==> src/rtl/dcache_nway.sv <==
// N-way set-associative, write-back, write-allocate data cache with true-LRU replacement.
// Define DCACHE_HITCNT_EN to write the hit counter to HITCNT_ADDR after the halt flush.
module dcache_nway #(
  parameter int unsigned SETS          = 8,
  parameter int unsigned WAYS          = 2,
  parameter int unsigned WORDS_PER_BLK = 2,
  parameter logic [31:0] HITCNT_ADDR   = 32'h00003100
) (
  input  logic        CLK,
  input  logic        nRST,
  input  logic        halt,
  input  logic        dmemREN,
  input  logic        dmemWEN,
  input  logic [31:0] dmemaddr,
  input  logic [31:0] dmemstore,
  output logic        dhit,
  output logic [31:0] dmemload,
  output logic        flushed,
  output logic        dREN,
  output logic        dWEN,
  output logic [31:0] daddr,
  output logic [31:0] dstore,
  input  logic [31:0] dload,
  input  logic        dwait
);
  localparam int unsigned BW  = $clog2(WORDS_PER_BLK);
  localparam int unsigned IW  = $clog2(SETS);
  localparam int unsigned TW  = 30 - BW - IW;
  localparam int unsigned BWS = (BW > 0) ? BW : 1;
  localparam int unsigned WWS = (WAYS > 1) ? $clog2(WAYS) : 1;
  localparam logic [BWS-1:0] LAST_WORD = BWS'(WORDS_PER_BLK - 1);
  localparam logic [WWS-1:0] LAST_WAY  = WWS'(WAYS - 1);
  localparam logic [IW-1:0]  LAST_SET  = IW'(SETS - 1);

`ifdef DCACHE_HITCNT_EN
  typedef enum logic [2:0] {IDLE, WB, FILL, HALT, HITCNT, FLUSHED} state_e;
  logic [31:0] hitcnt_q;
  logic        miss_pending_q;
`else
  typedef enum logic [2:0] {IDLE, WB, FILL, HALT, FLUSHED} state_e;
  logic unused_hitcnt_addr;
  assign unused_hitcnt_addr = ^HITCNT_ADDR;
`endif

  logic [31:0]    data_q  [SETS][WAYS][WORDS_PER_BLK];
  logic [TW-1:0]  tag_q   [SETS][WAYS];
  logic [WWS-1:0] age_q   [SETS][WAYS];
  logic           valid_q [SETS][WAYS];
  logic           dirty_q [SETS][WAYS];

  state_e         state_q, state_d;
  logic [BWS-1:0] word_q, word_d;
  logic [WWS-1:0] victim_q, victim_d, hway_q, hway_d;
  logic [IW-1:0]  ridx_q, ridx_d, hset_q, hset_d;
  logic [TW-1:0]  rtag_q, rtag_d;

  logic [BWS-1:0] req_off;
  logic [IW-1:0]  req_idx;
  logic [TW-1:0]  req_tag;
  logic           req_v, hit, found, halt_dirty;
  logic [WWS-1:0] hit_way, vict_way;
  logic           hit_wr, lru_upd, fill_wr, fill_last, halt_inval;

  assign req_off = BWS'((dmemaddr >> 2) & 32'(WORDS_PER_BLK - 1));
  assign req_idx = IW'(dmemaddr >> (2 + BW));
  assign req_tag = TW'(dmemaddr >> (2 + BW + IW));
  assign req_v   = dmemREN ^ dmemWEN;

  function automatic logic [31:0] blk_addr(input logic [TW-1:0] t, input logic [IW-1:0] s,
                                           input logic [BWS-1:0] w);
    return ((32'(t) << (IW + BW)) | (32'(s) << BW) | 32'(w)) << 2;
  endfunction

  always_comb begin
    hit      = 1'b0;
    hit_way  = '0;
    found    = 1'b0;
    vict_way = '0;
    for (int unsigned w = 0; w < WAYS; w++) begin
      if (valid_q[req_idx][w] && tag_q[req_idx][w] == req_tag) begin
        hit     = 1'b1;
        hit_way = WWS'(w);
      end
      if (!found && !valid_q[req_idx][w]) begin
        found    = 1'b1;
        vict_way = WWS'(w);
      end
    end
    // With no free way, the oldest way (age WAYS-1) is evicted.
    if (!found)
      for (int unsigned w = 0; w < WAYS; w++)
        if (age_q[req_idx][w] == LAST_WAY) vict_way = WWS'(w);
  end

  always_comb begin
    state_d    = state_q;
    word_d     = word_q;
    victim_d   = victim_q;
    ridx_d     = ridx_q;
    rtag_d     = rtag_q;
    hset_d     = hset_q;
    hway_d     = hway_q;
    dhit       = 1'b0;
    dmemload   = '0;
    flushed    = 1'b0;
    dREN       = 1'b0;
    dWEN       = 1'b0;
    daddr      = '0;
    dstore     = '0;
    hit_wr     = 1'b0;
    lru_upd    = 1'b0;
    fill_wr    = 1'b0;
    fill_last  = 1'b0;
    halt_inval = 1'b0;
    halt_dirty = valid_q[hset_q][hway_q] && dirty_q[hset_q][hway_q];
    unique case (state_q)
      IDLE: begin
        if (halt) begin
          state_d = HALT;
          word_d  = '0;
          hset_d  = '0;
          hway_d  = '0;
        end else if (req_v) begin
          if (hit) begin
            dhit    = 1'b1;
            lru_upd = 1'b1;
            if (dmemREN) dmemload = data_q[req_idx][hit_way][req_off];
            else         hit_wr   = 1'b1;
          end else begin
            ridx_d   = req_idx;
            rtag_d   = req_tag;
            victim_d = vict_way;
            word_d   = '0;
            state_d  = (valid_q[req_idx][vict_way] && dirty_q[req_idx][vict_way]) ? WB : FILL;
          end
        end
      end
      WB: begin
        dWEN   = 1'b1;
        daddr  = blk_addr(tag_q[ridx_q][victim_q], ridx_q, word_q);
        dstore = data_q[ridx_q][victim_q][word_q];
        if (!dwait) begin
          word_d = word_q + 1'b1;
          if (word_q == LAST_WORD) begin
            word_d  = '0;
            state_d = FILL;
          end
        end
      end
      FILL: begin
        dREN  = 1'b1;
        daddr = blk_addr(rtag_q, ridx_q, word_q);
        if (!dwait) begin
          fill_wr = 1'b1;
          word_d  = word_q + 1'b1;
          if (word_q == LAST_WORD) begin
            fill_last = 1'b1;
            word_d    = '0;
            state_d   = IDLE;
          end
        end
      end
      HALT: begin
        if (halt_dirty) begin
          dWEN   = 1'b1;
          daddr  = blk_addr(tag_q[hset_q][hway_q], hset_q, word_q);
          dstore = data_q[hset_q][hway_q][word_q];
        end
        // Clean/invalid lines still step one word per cycle, keeping the walk uniform.
        if (!halt_dirty || !dwait) begin
          word_d = word_q + 1'b1;
          if (word_q == LAST_WORD) begin
            word_d     = '0;
            halt_inval = 1'b1;
            hway_d     = hway_q + 1'b1;
            if (hway_q == LAST_WAY) begin
              hway_d = '0;
              hset_d = hset_q + 1'b1;
              if (hset_q == LAST_SET) begin
                hset_d = '0;
`ifdef DCACHE_HITCNT_EN
                state_d = HITCNT;
`else
                state_d = FLUSHED;
`endif
              end
            end
          end
        end
      end
`ifdef DCACHE_HITCNT_EN
      HITCNT: begin
        dWEN   = 1'b1;
        daddr  = HITCNT_ADDR;
        dstore = hitcnt_q;
        if (!dwait) state_d = FLUSHED;
      end
`endif
      FLUSHED: flushed = 1'b1;
      default: state_d = IDLE;
    endcase
  end

  always_ff @(posedge CLK or negedge nRST) begin
    if (!nRST) begin
      state_q  <= IDLE;
      word_q   <= '0;
      victim_q <= '0;
      ridx_q   <= '0;
      rtag_q   <= '0;
      hset_q   <= '0;
      hway_q   <= '0;
    end else begin
      state_q  <= state_d;
      word_q   <= word_d;
      victim_q <= victim_d;
      ridx_q   <= ridx_d;
      rtag_q   <= rtag_d;
      hset_q   <= hset_d;
      hway_q   <= hway_d;
    end
  end

  always_ff @(posedge CLK or negedge nRST) begin
    if (!nRST) begin
      for (int unsigned s = 0; s < SETS; s++)
        for (int unsigned w = 0; w < WAYS; w++) begin
          valid_q[s][w] <= 1'b0;
          dirty_q[s][w] <= 1'b0;
          tag_q[s][w]   <= '0;
          age_q[s][w]   <= WWS'(w);
        end
    end else begin
      if (lru_upd)
        for (int unsigned w = 0; w < WAYS; w++)
          if (WWS'(w) == hit_way) age_q[req_idx][w] <= '0;
          else if (age_q[req_idx][w] < age_q[req_idx][hit_way])
            age_q[req_idx][w] <= age_q[req_idx][w] + 1'b1;
      if (hit_wr) dirty_q[req_idx][hit_way] <= 1'b1;
      if (fill_last) begin
        valid_q[ridx_q][victim_q] <= 1'b1;
        dirty_q[ridx_q][victim_q] <= 1'b0;
        tag_q[ridx_q][victim_q]   <= rtag_q;
      end
      if (halt_inval) begin
        valid_q[hset_q][hway_q] <= 1'b0;
        dirty_q[hset_q][hway_q] <= 1'b0;
      end
    end
  end

  always_ff @(posedge CLK) begin
    if (hit_wr)       data_q[req_idx][hit_way][req_off] <= dmemstore;
    else if (fill_wr) data_q[ridx_q][victim_q][word_q]  <= dload;
  end

`ifdef DCACHE_HITCNT_EN
  always_ff @(posedge CLK or negedge nRST) begin
    if (!nRST) begin
      hitcnt_q       <= '0;
      miss_pending_q <= 1'b0;
    end else if (fill_last) begin
      miss_pending_q <= 1'b1;
    end else if (dhit) begin
      // The first hit after a fill is the retried miss, not a real hit.
      if (miss_pending_q) miss_pending_q <= 1'b0;
      else                hitcnt_q       <= hitcnt_q + 32'd1;
    end
  end
`endif

endmodule

==> config.mk <==
export PLATFORM = sky130hd
export DESIGN_NAME = dcache_nway
export DESIGN_NICKNAME = d
export VERILOG_FILES = /design/src/rtl/dcache_nway.sv
export SDC_FILE = /design/constraint.sdc
export NUM_CORES = 2
export LEC_CHECK = 0
export ABC_CLOCK_PERIOD_IN_PS = 5500
export CELL_PAD_IN_SITES_DETAIL_PLACEMENT = 0
export CELL_PAD_IN_SITES_GLOBAL_PLACEMENT = 1
export CORE_ASPECT_RATIO = 1.2
export CORE_UTILIZATION = 25
export CTS_CLUSTER_DIAMETER = 150
export CTS_CLUSTER_SIZE = 10
export DETAILED_ROUTE_END_ITERATION = 10
export PLACE_DENSITY_LB_ADDON = 0.1
export SYNTH_ARGS = -nofsm -noshare
export SYNTH_HDL_FRONTEND = slang
export SYNTH_SLANG_ARGS = --single-unit
export TNS_END_PERCENT = 10
==> constraint.sdc <==
create_clock -name CLK -period 5.5 [get_ports CLK]
set_clock_uncertainty 0.1 [all_clocks]
set_input_delay 0.55 -clock CLK [delete_from_list [all_inputs] [get_ports CLK]]
set_output_delay 0.55 -clock CLK [all_outputs]
set_load 0.02 [all_outputs]
* After elaboration in Yosys (flattened, before gate mapping)
Memories as Yosys holds them, arrays and structs flattened.
Cells that the tools add are included.
** Storage, ports and cells
- Register bits :: 502
- Bits in writable memories :: 1024
- Input bits :: 102
- Output and inout port bits :: 100
- Word-level logic and storage cells :: 353
- Memories :: 1
** Memory list
- data_q :: depth 8, bits a word 128, rd ports 3, clocked after memory_dff 0, write ports 1, line 45 : logic [31:0] data_q [SETS][WAYS][WORDS_PER_BLK];
** Operators by class
- Add/subtract/negate cells :: 5
- Magnitude comparators :: 19
- Equal/unequal tests :: 19
- Multiplexer cells :: 181
- Bitwise operators :: 30
- Reductions and logical operators :: 27
** Operators by type and width (count)
- $mux 64 :: 11
- $mux 32 :: 18
- $mux 128 :: 4
- $bmux 52 s3 :: 3
- $bwmux 416 :: 1
- $mux 52 :: 7
- $mux 26 :: 7
- $mux 16 :: 10
- $demux 52 s3 :: 1
- $demux 64 s1 :: 2
- $reduce_or 128->1 :: 1
- $pmux 32 s3 :: 1
- $or 30x1->30 :: 3
- $or 30x4->30 :: 3
- $and 16x16->16 :: 5
- $demux 32 s1 :: 2
- $not 16->16 :: 4
- $pmux 32 s2 :: 1
- $mux 1 :: 60
- $eq 26x26->1 :: 2
- $mux 3 :: 17
- $bwmux 16 :: 2
- $or 16x16->16 :: 2
- $bmux 2 s3 :: 5
- other kinds (34) :: 109

* Longest topological paths before layout
- Depth after elaboration :: 20
- Mapped depth :: 14
- Mapped depth without buffers :: 10

* Worst setup path before layout
Ideal clock, no wire load.
- Kind :: input to register
- Start point :: in dmemaddr[4]
- End point :: mem data_q[2][32] in the netlist's numbering (enable)
- Setup time :: 0.421 ns
- Arrival :: 4.389 ns
- Required time :: 4.979 ns
- Path slack :: 0.589 ns
- Stages on the path :: 13
- Path buffers :: 4
- Cells stage by stage :: buf_2 > buf_2 > buf_1 > mux4_2 > mux2i_1 > xnor2_1 > nor3_1 > nand4_1 > nor4_4 > and2_1 > buf_2 > a32oi_1 > nor2_1
** Between the ends
- Longest elaborated chain between the ends :: 16
- Elaborated cells between the ends (all ways) :: 31
- Classes of those cells :: 2 x order compare; 2 x eq/ne; 21 x mux; 2 x bitwise; 4 x reduce/logical
** RTL lines
- start: declaration :: line 14 : input logic [31:0] dmemaddr,
- $not 3->4 (implied by the code) :: line 80 : if (valid_q[req_idx][w] && tag_q[req_idx][w] == req_tag) begin
- $bmux 52 s3 :: line 80
- $mux 52 (implied by the code) (2 in series) :: line 80
- $eq 26x26->1 :: line 80
- $logic_and 1x1->1 :: line 80
- $mux 1 (2 in series) :: line 80
- $mux 1 :: line 124 : if (hit) begin
- $mux 1 :: line 123 : end else if (req_v) begin
- $mux 1 :: line 118 : if (halt) begin
- $mux 1 :: line 116 : unique case (state_q)
- $mux 1 :: line 253 : if (hit_wr) data_q[req_idx][hit_way][req_off] <= dmemstore;
- $mux 128 (implied by the code) :: line 254 : else if (fill_wr) data_q[ridx_q][victim_q][word_q] <= dload;
- $reduce_or 128->1 (no line)
- $mux 3 (no line) / $mux 128 (equally long branches)
- end: declaration :: line 45
Several ways; a longest one is shown, not always the timed one. The select of a mux whose other input is x is not followed.

* Worst setup path after layout
- Start point :: reg tag_q[114] in the netlist's numbering
- End point :: out dmemload[11]
** Between the ends
- Longest elaborated chain between the ends :: 18
- Elaborated cells between the ends (all ways) :: 19
- Classes of those cells :: 1 x eq/ne; 16 x mux; 1 x bitwise; 1 x reduce/logical
** RTL lines
- start: declaration :: line 46 : logic [TW-1:0] tag_q [SETS][WAYS];
- start signal: indexed assignment :: line 243 : tag_q[ridx_q][victim_q] <= rtag_q;
- $bmux 52 s3 * :: line 80
- $mux 52 (implied by the code) * (2 in series) :: line 80
- $eq 26x26->1 * :: line 80
- $logic_and 1x1->1 * :: line 80
- $mux 1 :: line 80
- $not 1->2 (implied by the code) :: line 127 : if (dmemREN) dmemload = data_q[req_idx][hit_way][req_off];
- $mux 64 (implied by the code) (3 in series) :: line 127
- $mux 32 (implied by the code) (3 in series) :: line 127
- $mux 32 :: line 127
- $mux 32 * :: line 124
- $mux 32 * :: line 123
- $mux 32 * :: line 118
- $mux 32 * :: line 116
- end: declaration :: line 17 : output logic [31:0] dmemload,
Every way passes the cells marked *; elsewhere a longest branch is shown, timed or not. The select of a mux whose other input is x is not followed.

==> out/metrics.yaml <==
status: "complete, but fails checks"
violations: "negative setup slack"
relSlewSlack: 0.147
grt_max_degree: 117
ys_ff_latch: 1526
clock-sinks: 1526
hold_start: "dmemaddr[4]"
r2r-end: "data_q[6][30]"
nets: 7547
htreeDepth: 4
path_clk_slew_ns: 0.07
first_iter_violations: 9024
min_period_ns: 5.71
drv_cap: 0
ys_warn_count: 0
highest_layer: "met5"
synth_area_leaders: "edfxtp_1, dfrtp_1, mux2_2, a22oi_1, o22ai_1"
coreArea_sq_um: 327000
start_util: 0.251
avgViaCountPerCell: 6.35
final_layout_size_suffix_gt1_frac: 0.266
flow.area_growth_from_synthesis_pct: 22.5
finalHoldViolations: 0
p_per_area_nw_per_um2: 423
die_w_um: 526
seq_area_sq_um: 43400
clockBufferDepth: 4
yosys.area.top_type_share: 0.374
die_y_um: 630
cts_inserted_buffers: 175
ys_seq_area_frac: 0.527
grt_setup_unrepaired: "true"
fmax_ghz: 0.175
wl_met1_mm: 203
final_cells: 11800
wl_per_cell_um: 43.7
min_path_cells: 2
fill_cells: 32800
drc: 0
dr.pass1.iters: 8
r2r_slack_ns: 1.04
synth_edf_count: 1024
cts_tree: "done"
grt_pass1_vias: 73600
setup_viol: 21
hp-class: "input pin to flop"
synthArstFlopShare: 0.329
r2r-start: "tag_q[22]"
setup_ws_ns: -0.211
synthTopCellsByCount: "edfxtp_1, mux2_2, o22ai_1"
wl_mm: 515
worstPathRequired_ns: 4.85
antenna_found_initial: 23
yosys.area.top_type: "edfxtp_1"
totalPowerFinal_mw: 42.7
synthDistinctLibCells: 74
syn_avg_cell_area_sq_um: 11.7
synth_most_common_cell: "edfxtp_1"
via_count: 74800
synthFlopType: "edfxtp_1"
hpwl_mm: 323
whs_ns: 0.131
fin_crit_sh: 1.04
ios: 202
worstHoldEndpoint: "ridx_q[1]"
wl_met3_mm: 39.2
root_buffer: "clkbuf_16"
die_area_sq_um: 331000
placedCellCount: 11500
cp-end-kind: "primary output"
overflow: 0
power.leakage_nw: 35.1
critical_path_class: "flop to primary output"
grt_pass1_wl_mm: 686
synth_area_sq_um: 82300
multi_input_area_sq_um: 37200
slew_viol_final: 0
core.rowCount: 230
worstPathMaxFanout: 4
clock_latency_ns: 0.90
arrival_ns: 5.06
track_usage: 0.301
worst_ir_drop_vdd_uv: 334
port_buffers: 197
place.gp.congestion: 0.901
start_kind: "flop"
met2_length_mm: 243
netlist_instances: 7020
worst-r2r-cell-count: 15
postRouteAntennaNets: 0
worst_slew_pin_slew_ns: 1.28
dp_worst_setup_slack_ns: -1.07
## routing by layer
layer	track usage	up-vias
li1	-	29400
met1	0.375	39200
met2	0.499	5004
met3	0.0503	1253
met4	0.152	14
met5	0	-
## placed cells by master (no fill, tap or decap), types with 73 or more instances in the layout
| cell type | instances |
|---|---|
| clkbuf_16 | 178 |
| mux2i_1 | 291 |
| a21oi_1 | 395 |
| a31oi_1 | 74 |
| o22ai_1 | 494 |
| nand2_1 | 278 |
| nor2_1 | 312 |
| mux4_2 | 99 |
| a22o_1 | 158 |
| a22oi_1 | 494 |
| o221ai_1 | 83 |
| buf_12 | 212 |
| mux2_2 | 702 |
| clkdlybuf4s50_1 | 112 |
| nand4_1 | 130 |
| a211oi_1 | 73 |
| o21ai_0 | 274 |
| edfxtp_1 | 1024 |
| dfrtp_1 | 485 |
| a221oi_1 | 230 |
| nor4_1 | 84 |
| buf_4 | 564 |
## worst max-delay path, cell delays in order (launching register included)
cell and delay [ns]:
dfrtp_1 0.43, mux4_2 0.50, mux2i_4 0.26, xnor2_4 0.17
nor4_4 0.30, buf_4 0.15, nand4_1 0.12, nor4_4 0.51
buf_4 0.22, o21ai_4 0.11, or3_4 0.47, buf_12 0.17
buf_8 0.16, o32ai_4 0.30, buf_6 0.21, buf_12 0.12
## registers in the layout, summed over array words and instances, names as in the netlist
signal	cells
data_q	1024
tag_q	416
rtag_q	26
age_q	16
dirty_q	16
valid_q	16
hset_q	3
ridx_q	3
state_q	3
hway_q	1
victim_q	1
word_q	1
## cells by family (layout without fill, tap and decap cells)
family / after synthesis / after routing / share of synthesized area
AO/OA/AOI/OAI: 2524 / 2524 / 0.212
flip-flops: 1526 / 1526 / 0.527
AND/OR/NAND/NOR: 1144 / 1144 / 0.0662
multiplexers: 1096 / 1096 / 0.159
buffers and inverters: 702 / 1164 / 0.0337
XOR/XNOR: 25 / 25 / 0.00266
adder cells (fa/ha/maj): 2 / 2 / 0.000304
other: 1 / 11 / 0.0000456
## how the worst max path moves through the flow
| stage | startpoint | end | cells past startpoint |
|---|---|---|---|
| 3_5_place_dp | dmemaddr[3] | dmemload[13] | 19 |
| 3_3_place_gp | dmemaddr[3] | dmemload[22] | 19 |
| 5_1_grt | tag_q[114] | dmemload[11] | 15 |
| 4_1_cts | tag_q[328] | dmemload[14] | 17 |
| 6_report | tag_q[114] | dmemload[11] | 15 |
| 2_1_floorplan | dmemaddr[4] | data_q[2][32] | 13 |
## repair_timing
action                                 4_1_cts  5_1_grt
gates resized for setup                     93       57
pin swaps                                   10        6
endpoints found under the hold margin       80        0
cloned                                       0        2
hold buffers                                 1        0
setup endpoints to repair                   58       33
buffers inserted                             4       16
## power by group
part,internal (mW),total (mW),switching [mW]
Clock,5.79,11.0,5.26
Sequential,13.4,15.1,1.75
Combinational,5.58,16.5,10.9
Total,24.7,42.7,17.9
## per-stage QoR
step                      utilization  area, sq um  setup TNS, ns
after floorplan                     -        82300              0
after global placement          0.291        95300        -193.23
after detailed placement        0.291        95300        -164.45
after CTS                       0.307       100000          -1.21
after global routing            0.308       101000          -2.04
final                           0.308       101000          -1.53
## cell type report
type	count	area share
clock buffer	202	0.0446
clock inverter	15	0.00213
timing repair buffer	929	0.100
inverter	18	0.000794
sequential	1526	0.430
multi-input combinational	4793	0.369
tap	4292	0.0533
antenna	9	0.000223
(Power assumes the default switching activity.)
